--- config.mk ---
export PLATFORM = sky130hd
export DESIGN_NAME = ram_loader_flat
export DESIGN_NICKNAME = d
export VERILOG_FILES = /design/src/rtl/ram_loader_if.sv /design/src/rtl/ram_loader.sv /design/src/flat_wrapper.sv
export SDC_FILE = /design/constraint.sdc
export NUM_CORES = 1
export LEC_CHECK = 0
export ABC_AREA = 1
export BUFFER_PORTS_ARGS = -buffer_cell sky130_fd_sc_hd__buf_4
export CAP_MARGIN = 20
export CORE_MARGIN = 3
export CORE_UTILIZATION = 60
export CTS_CLUSTER_DIAMETER = 40
export DETAILED_ROUTE_END_ITERATION = 8
export PLACE_DENSITY = 0.81
export SYNTH_ARGS = -nofsm -noshare
export SYNTH_HDL_FRONTEND = slang
export SYNTH_SLANG_ARGS = --single-unit
--- constraint.sdc ---
create_clock -name clk -period 3 [get_ports clk]
set_input_delay 0.15 -clock clk [delete_from_list [all_inputs] [get_ports clk]]
set_output_delay 0.15 -clock clk [all_outputs]
set_load 0.02 [all_outputs]
--- src/rtl/ram_loader_if.sv ---
// Stream, control and read-port bundle for ram_loader.
// The master side drives the stream and controls; the slave side is the loader itself.
interface ram_loader_if #(
  parameter int DATA_WIDTH = 8,
  parameter int ADDR_WIDTH = 3
);
  logic                  start;
  logic [ADDR_WIDTH-1:0] base_addr;
  logic [ADDR_WIDTH:0]   length;
  logic                  in_valid;
  logic [DATA_WIDTH-1:0] in_data;
  logic                  in_ready;
  logic [ADDR_WIDTH-1:0] read_addr;
  logic [DATA_WIDTH-1:0] read_data;
  logic                  busy;
  logic                  done;
  logic [ADDR_WIDTH:0]   wr_count;
  logic [DATA_WIDTH-1:0] checksum;

  modport master (
    output start, base_addr, length, in_valid, in_data, read_addr,
    input  in_ready, read_data, busy, done, wr_count, checksum
  );

  modport slave (
    input  start, base_addr, length, in_valid, in_data, read_addr,
    output in_ready, read_data, busy, done, wr_count, checksum
  );
endinterface

--- src/rtl/ram_loader.sv ---
// Run-time loader for a small combinational-read lookup RAM: writes a valid/ready stream
// to consecutive addresses. Define RAM_LOADER_CHECKSUM_EN to add the running checksum.
module ram_loader #(
  parameter int DATA_WIDTH = 8,
  parameter int ADDR_WIDTH = 3
) (
  input  logic         clk,
  input  logic         rst,
  ram_loader_if.slave  bus
);
  localparam int DEPTH = 2 ** ADDR_WIDTH;
  localparam logic [ADDR_WIDTH:0] DEPTH_L = (ADDR_WIDTH + 1)'(DEPTH);
  localparam logic [ADDR_WIDTH:0] ONE_L   = (ADDR_WIDTH + 1)'(1);

  typedef enum logic [1:0] {
    IDLE = 2'd0,
    LOAD = 2'd1,
    DONE = 2'd2
  } state_t;

  state_t                state;
  logic [ADDR_WIDTH-1:0] cur_addr;
  logic [ADDR_WIDTH:0]   len;
  logic [ADDR_WIDTH:0]   wr_count_r;
  logic                  in_ready_r;
  logic                  busy_r;
  logic                  done_r;
  logic                  xfer;
  logic [DATA_WIDTH-1:0] mem [DEPTH];

  // A request longer than the array would overwrite its own first words.
  function automatic logic [ADDR_WIDTH:0] clamp_len(input logic [ADDR_WIDTH:0] l);
    return (l > DEPTH_L) ? DEPTH_L : l;
  endfunction

  // Reset wins over a word presented on the same edge.
  assign xfer = in_ready_r && bus.in_valid && !rst;

  always_ff @(posedge clk) begin
    if (rst) begin
      state      <= IDLE;
      in_ready_r <= 1'b0;
      busy_r     <= 1'b0;
      done_r     <= 1'b0;
      wr_count_r <= '0;
    end else begin
      case (state)
        IDLE: begin
          done_r <= 1'b0;
          if (bus.start) begin
            cur_addr   <= bus.base_addr;
            len        <= clamp_len(bus.length);
            wr_count_r <= '0;
            busy_r     <= 1'b1;
            if (clamp_len(bus.length) == '0) begin
              state  <= DONE;
              done_r <= 1'b1;
            end else begin
              state      <= LOAD;
              in_ready_r <= 1'b1;
            end
          end
        end
        LOAD: begin
          if (xfer) begin
            cur_addr   <= cur_addr + 1'b1;
            wr_count_r <= wr_count_r + ONE_L;
            if (wr_count_r + ONE_L == len) begin
              state      <= DONE;
              in_ready_r <= 1'b0;
              done_r     <= 1'b1;
            end
          end
        end
        DONE: begin
          state  <= IDLE;
          done_r <= 1'b0;
          busy_r <= 1'b0;
        end
        default: begin
          state      <= IDLE;
          in_ready_r <= 1'b0;
          busy_r     <= 1'b0;
          done_r     <= 1'b0;
        end
      endcase
    end
  end

  // Storage is deliberately left uninitialised by reset.
  always_ff @(posedge clk) begin
    if (xfer) mem[cur_addr] <= bus.in_data;
  end

  assign bus.read_data = mem[bus.read_addr];
  assign bus.in_ready  = in_ready_r;
  assign bus.busy      = busy_r;
  assign bus.done      = done_r;
  assign bus.wr_count  = wr_count_r;

`ifdef RAM_LOADER_CHECKSUM_EN
  logic [DATA_WIDTH-1:0] checksum_r;

  always_ff @(posedge clk) begin
    if (rst) begin
      checksum_r <= '0;
    end else if (state == IDLE && bus.start) begin
      checksum_r <= '0;
    end else if (xfer) begin
      checksum_r <= checksum_r + bus.in_data;
    end
  end

  assign bus.checksum = checksum_r;
`else
  assign bus.checksum = '0;
`endif
endmodule

--- src/flat_wrapper.sv ---
// flat-port wrapper written by rule: the top's interface ports become plain ports
module ram_loader_flat 
#(
  parameter int DATA_WIDTH = 8,
  parameter int ADDR_WIDTH = 3
)
  (clk, rst, bus_start, bus_base_addr, bus_length, bus_in_valid, bus_in_data, bus_read_addr, bus_in_ready, bus_read_data, bus_busy, bus_done, bus_wr_count, bus_checksum);
  ram_loader_if #(.DATA_WIDTH(DATA_WIDTH), .ADDR_WIDTH(ADDR_WIDTH)) bus_i ();
  input  logic clk;
  input  logic rst;
  input wire logic [$bits(bus_i.start)-1:0] bus_start;
  input wire logic [$bits(bus_i.base_addr)-1:0] bus_base_addr;
  input wire logic [$bits(bus_i.length)-1:0] bus_length;
  input wire logic [$bits(bus_i.in_valid)-1:0] bus_in_valid;
  input wire logic [$bits(bus_i.in_data)-1:0] bus_in_data;
  input wire logic [$bits(bus_i.read_addr)-1:0] bus_read_addr;
  output wire logic [$bits(bus_i.in_ready)-1:0] bus_in_ready;
  output wire logic [$bits(bus_i.read_data)-1:0] bus_read_data;
  output wire logic [$bits(bus_i.busy)-1:0] bus_busy;
  output wire logic [$bits(bus_i.done)-1:0] bus_done;
  output wire logic [$bits(bus_i.wr_count)-1:0] bus_wr_count;
  output wire logic [$bits(bus_i.checksum)-1:0] bus_checksum;
  assign bus_i.start = bus_start;
  assign bus_i.base_addr = bus_base_addr;
  assign bus_i.length = bus_length;
  assign bus_i.in_valid = bus_in_valid;
  assign bus_i.in_data = bus_in_data;
  assign bus_i.read_addr = bus_read_addr;
  assign bus_in_ready = bus_i.in_ready;
  assign bus_read_data = bus_i.read_data;
  assign bus_busy = bus_i.busy;
  assign bus_done = bus_i.done;
  assign bus_wr_count = bus_i.wr_count;
  assign bus_checksum = bus_i.checksum;
  ram_loader #(.DATA_WIDTH(DATA_WIDTH), .ADDR_WIDTH(ADDR_WIDTH)) u_core (.clk(clk), .rst(rst), .bus(bus_i));
endmodule
* Word-level counts from Yosys, hierarchy flattened
Memories as Yosys holds them, arrays and structs flattened. Cells that the tools add are included.
Storage, ports and cells: bits in registers 16, bits in latches 0, RAM bits 64, bits in read-only memories 0, output and inout port bits 23, word-level logic and storage cells 60, memories kept 1
Memories:
- u_core.mem | words 8, width 8, rd ports 1, clocked after memory_dff 0, write ports 1, line ram_loader.sv:29 | logic [DATA_WIDTH-1:0] mem [DEPTH];
Cells by class: add/subtract/negate cells 2, multiply operators 0, div/mod/pow operators 0, $lt $le $gt $ge 1, eq/ne operators 7, shift operators 0, muxes and demuxes 26, bitwise operators 3, reductions and logical operators 13
Operator list (number):
- 2-to-1 mux 4 bit | 3
- 2-to-1 mux 1 bit | 11
- AND reduction 3 bit | 3
- 2-to-1 mux 2 bit | 4
- one-hot mux 4 bit (2 select lines) | 1
- 2-to-1 mux 3 bit | 2
- one-hot mux 3 bit (2 select lines) | 1
- AND reduction 5 bit | 1
- adder 4 x 1 -> 4 bit, second input constant | 1
- == test 4 bit | 1
- greater-than comparator 4 bit, second input constant | 1
- zero test 4 bit | 1
- inequality test 2 x 1 -> 1 bit, second input constant | 2
- inequality test 2 bit, second input constant | 2
- one-hot mux 1 bit (2 select lines) | 2
- one-hot mux 2 bit (2 select lines) | 1
- AND reduction 2 bit | 2
- AND reduction 4 bit | 1
- adder 3 x 1 -> 3 bit, second input constant | 1
- inverter 1 bit | 3
- one-hot mux 1 bit (3 select lines) | 1
- == test 2 x 1 -> 1 bit, second input constant | 1
- == test 2 bit, second input constant | 1
- logical AND 1 bit | 2
- other kinds (3) | 3

* Depth between registers and ports, before layout
depth in word-level cells 6, gate-level depth with buffers 12, mapped depth without buffers 12

* Least setup slack after synthesis
Ideal clock, no wire load.
path kind register -> register, start point register u_core.in_ready_r (netlist: u_core.bus.in_ready), end point memory u_core.mem[0][0] (enable), arrival time 1576 ps, setup slack 1041 ps, cell stages (with the launch flop) 6, buffers on the path 0, period minus slack after synthesis 1959 ps, cell sequence dfxtp_1 -> nand2_1 -> nor2_4 -> inv_1 -> or2_1 -> nor3_1
Between the ends: word-level cells in the longest chain between the ends 4
Ends and longest elaborated chain:
- from (decl) | line ram_loader.sv:25 | logic in_ready_r;
- from (signal assigned) | line ram_loader.sv:42 | in_ready_r <= 1'b0;
- from (signal assigned) | line ram_loader.sv:60 | in_ready_r <= 1'b1;
- from (signal assigned) | line ram_loader.sv:70 | in_ready_r <= 1'b0;
- logical AND 1 bit (2 in series) | line ram_loader.sv:37 | assign xfer = in_ready_r && bus.in_valid && !rst;
- 2-to-1 mux 1 bit | line ram_loader.sv:92 | if (xfer) mem[cur_addr] <= bus.in_data;
- 2-to-1 mux 1 bit (not written as such) | line ram_loader.sv:92
- to (decl) | line ram_loader.sv:29
No other way between the ends.

* Worst setup path in the final report
start point register u_core.in_ready_r (netlist: u_core.bus.in_ready), end point memory u_core.mem[0][3] (enable)
Same word-level chain as after synthesis.

==> flow_summary_export.csv <==
group,metric,value,unit
outcome,status,"complete, no violations",
placed_design,placed_area,3710,µm²
worst_setup_path,arrival,1960,ps
sta,period_needed,1900,ps
global_routing,grt-ovfl-total,0,
floorplanning,start_util,64.7,%
worst_setup_path,r2r-start,"u_core.bus.in_ready$_SDFFE_PP0P_",
sta,fin_ws,1100,ps
sta,whs,31.9,ps
route,dr.pass1.iters,5,
cts,insertion_delay,340,ps
cells_and_area,drive_gt1_share,18.5,%
yosys,synth.distinct_cells,27,
cts,postCtsSetupBuffers,0,
floorplanning,rows,26,
cts,cts_resized,0,
yosys,ys.flop_type,"edfxtp_1",
cells_and_area,mostFrequentLayoutCell,"edfxtp_1",
global_routing,grt_max_degree,34,
sta,worst_clock_skew,6.22,ps
yosys,async_flop_share,0,%
floorplanning,design.die.area,6660,µm²
floorplanning,die_h,81.6,µm
cells_and_area,fin_area,3910,µm²
cts,cts_max_path_buffers,2,
cells_and_area,layout_common_cells,"71 x edfxtp_1, 64 x nor2_1, 53 x nand2_1",
worst_setup_path,crit_fanout,5,
yosys,synth_top_area_share,62.1,%
global_routing,grt_pass1_wl,11.1,mm
worst_setup_path,crit_path_start_kind,"flop",
pwr,power_leakage,1.50,nW
floorplanning,die_x,81.6,µm
cts,cts.sinks,80,
route,wl,6.94,mm
sta,tightest_slew,841,ps
yosys,synth-warning-count,0,
placed_design,dp_slack,1100,ps
sta,min_period_over_period,63.4,%
cells_and_area,layout.nets,371,
worst_setup_path,crit_family,"simple AND/OR/NAND/NOR gates",
yosys,synth_top_area_cell,"edfxtp_1",
worst_hold_path,min_path_type,"input pin to flop",
global_routing,grt_usage,22.9,%
sta,slew_headroom,43.7,%
sta,hold_viol_final,0,
route,wl_per_cell,16.5,µm
pwr,pwr_density_cell,589,nW/µm²
placed_design,place_congestion,0.843,
worst_setup_path,cp-endpoint,"u_core.mem[0][3]$_DFFE_PP_",
yosys,ys_seq_area_share,67.4,%
worst_setup_path,slowest_stage,"nor3_1",
placed_design,post-dp-hpwl,4.57,mm
route,viasPerCell,5.69,
worst_setup_path,setup.worst_path.class,"flop to flop",
cts,cts-root-buf,"clkbuf_8",
worst_setup_path,timing.rr.end,"u_core.mem[0][3]$_DFFE_PP_",
cts,htreeDepth,3,
route,ant_nets,0,
global_routing,antenna_found_initial,0,
pwr,vdd_drop_max,492,µV
sta,setup_viol_count_final,0,
yosys,synth.avg_cell_area,11.0,µm²
sta,clock.fmax,525,MHz
global_routing,grt_pass1_vias,2255,
flow_run,cap_violations,0,
worst_setup_path,r2r_slack,1100,ps
worst_setup_path,crit_chain,"nand2_1 > nor2_4 > inv_1 > or2_1 > nor3_1 > buf_4",
cells_and_area,syn_to_final_growth,14.0,%
yosys,syn-instance-count,311,
floorplanning,coreArea,5300,µm²
placed_design,portBuffers,36,
worst_setup_path,critPathLaunch,"u_core.bus.in_ready$_SDFFE_PP0P_",
sta,drv_slew,0,
worst_setup_path,critPathRequiredTime,3050,ps
worst_setup_path,reg2regPathDepth,6,
sta,rsz0062_at_grt,"false",
yosys,ys_ff_latch,80,
route,vias,2395,
floorplanning,ios,45,
cts,cts-buffers-inserted,9,
cts,cts_hold_buf,0,
yosys,yosys-top-cells-area,"edfxtp_1 62%, nor2_1 7.0%, nand2_1 5.8%",
route,drcViolationCount,0,
worst_setup_path,crit_cells,6,
cts,cts_tree,"done",
worst_setup_path,worstPathBufferInverterCount,2,
cells_and_area,diodes,0,
worst_setup_path,cpPeakStageDelay,450,ps
worst_setup_path,end_kind,"flop",
cts,clk_pin_slew,70,ps
yosys,syn_area,3430,µm²
sta,tns,0,ps
yosys,synth_edf_count,71,
route,drt-initial-drc-count,204,
==> worst reg2reg max path: cells and delay by family (launching register included) <==
family                 cells  cell delay (ps)
buffers and inverters      2              320
DFF                        1              370
and+or+nand+nor            4              930
==> cell usage after synthesis, types with 4 or more instances <==
cell / n
dfxtp_1: 9
nand2_2: 7
nand2_1: 53
o32ai_1: 16
nor2_1: 64
buf_2: 4
buf_4: 10
nand3_1: 7
clkbuf_1: 6
edfxtp_1: 71
inv_1: 19
o21ai_0: 20
==> area by class of cell <==
| type | instances | area, µm² |
|---|---|---|
| clock buffer | 10 | 128 |
| inverter | 21 | 78.8 |
| tap | 70 | 87.6 |
| fill | 386 | 1390 |
| sequential | 80 | 2310 |
| clock inverter | 5 | 72.6 |
| multi-input combinational | 197 | 950 |
| timing repair buffer | 38 | 285 |
==> power breakdown <==
part | total, W | leakage (nW) | switching (W) | internal [W]
registers | 0.00126 | 0.715 | 0.0000176 | 0.00124
logic | 0.000238 | 0.682 | 0.000154 | 0.0000843
clock network | 0.000809 | 0.101 | 0.000352 | 0.000457
total | 0.00230 | 1.50 | 0.000523 | 0.00178
==> per-stage QoR <==
step	total power, W	std cells	utilization, %
floorplan	0.00143	318	-
global route	0.00239	421	73.8
detailed placement	0.00152	406	70.0
finish	0.00230	421	73.8
global placement	0.00151	406	70.0
CTS	0.00232	421	73.8
==> layer usage <==
metal / vias to the layer above / share of wire (%) / global-route usage [%]
li1: 1131 / - / -
met1: 1147 / 43 / 31.3
met2: 100 / 48 / 35.4
met3: 17 / 6.4 / 4.82
met4: 0 / 2.4 / 11.1
met5: - / 0 / 0
==> sequential cells by signal, indices dropped and copies added, names as in the netlist <==
register             flops
u_core.bus.busy          1
u_core.bus.done          1
u_core.bus.in_ready      1
u_core.bus.wr_count      4
u_core.cur_addr          3
u_core.len               4
u_core.mem              64
u_core.state             2
==> how the worst min path moves through the flow <==
stage                     cells after the start                         end            from
after CTS                                     1     u_core.len[3]$_DFFE_PP_   bus_length[3]
after floorplan                               0  u_core.mem[0][0]$_DFFE_PP_  bus_in_data[0]
after detailed placement                      1     u_core.len[3]$_DFFE_PP_   bus_length[3]
final                                         1     u_core.len[3]$_DFFE_PP_   bus_length[3]
after global placement                        1     u_core.len[3]$_DFFE_PP_   bus_length[3]
after global routing                          1     u_core.len[3]$_DFFE_PP_   bus_length[3]
==> logic make-up after synthesis <==
family          synth area share (%)
other cells                    0.109
flops                           67.4
xor+xnor                       0.510
buf+inv                         5.72
compound gates                  7.98
simple gates                    17.6
fa+ha+maj                      0.729
Note: power is estimated with default switching activity, not from simulation.
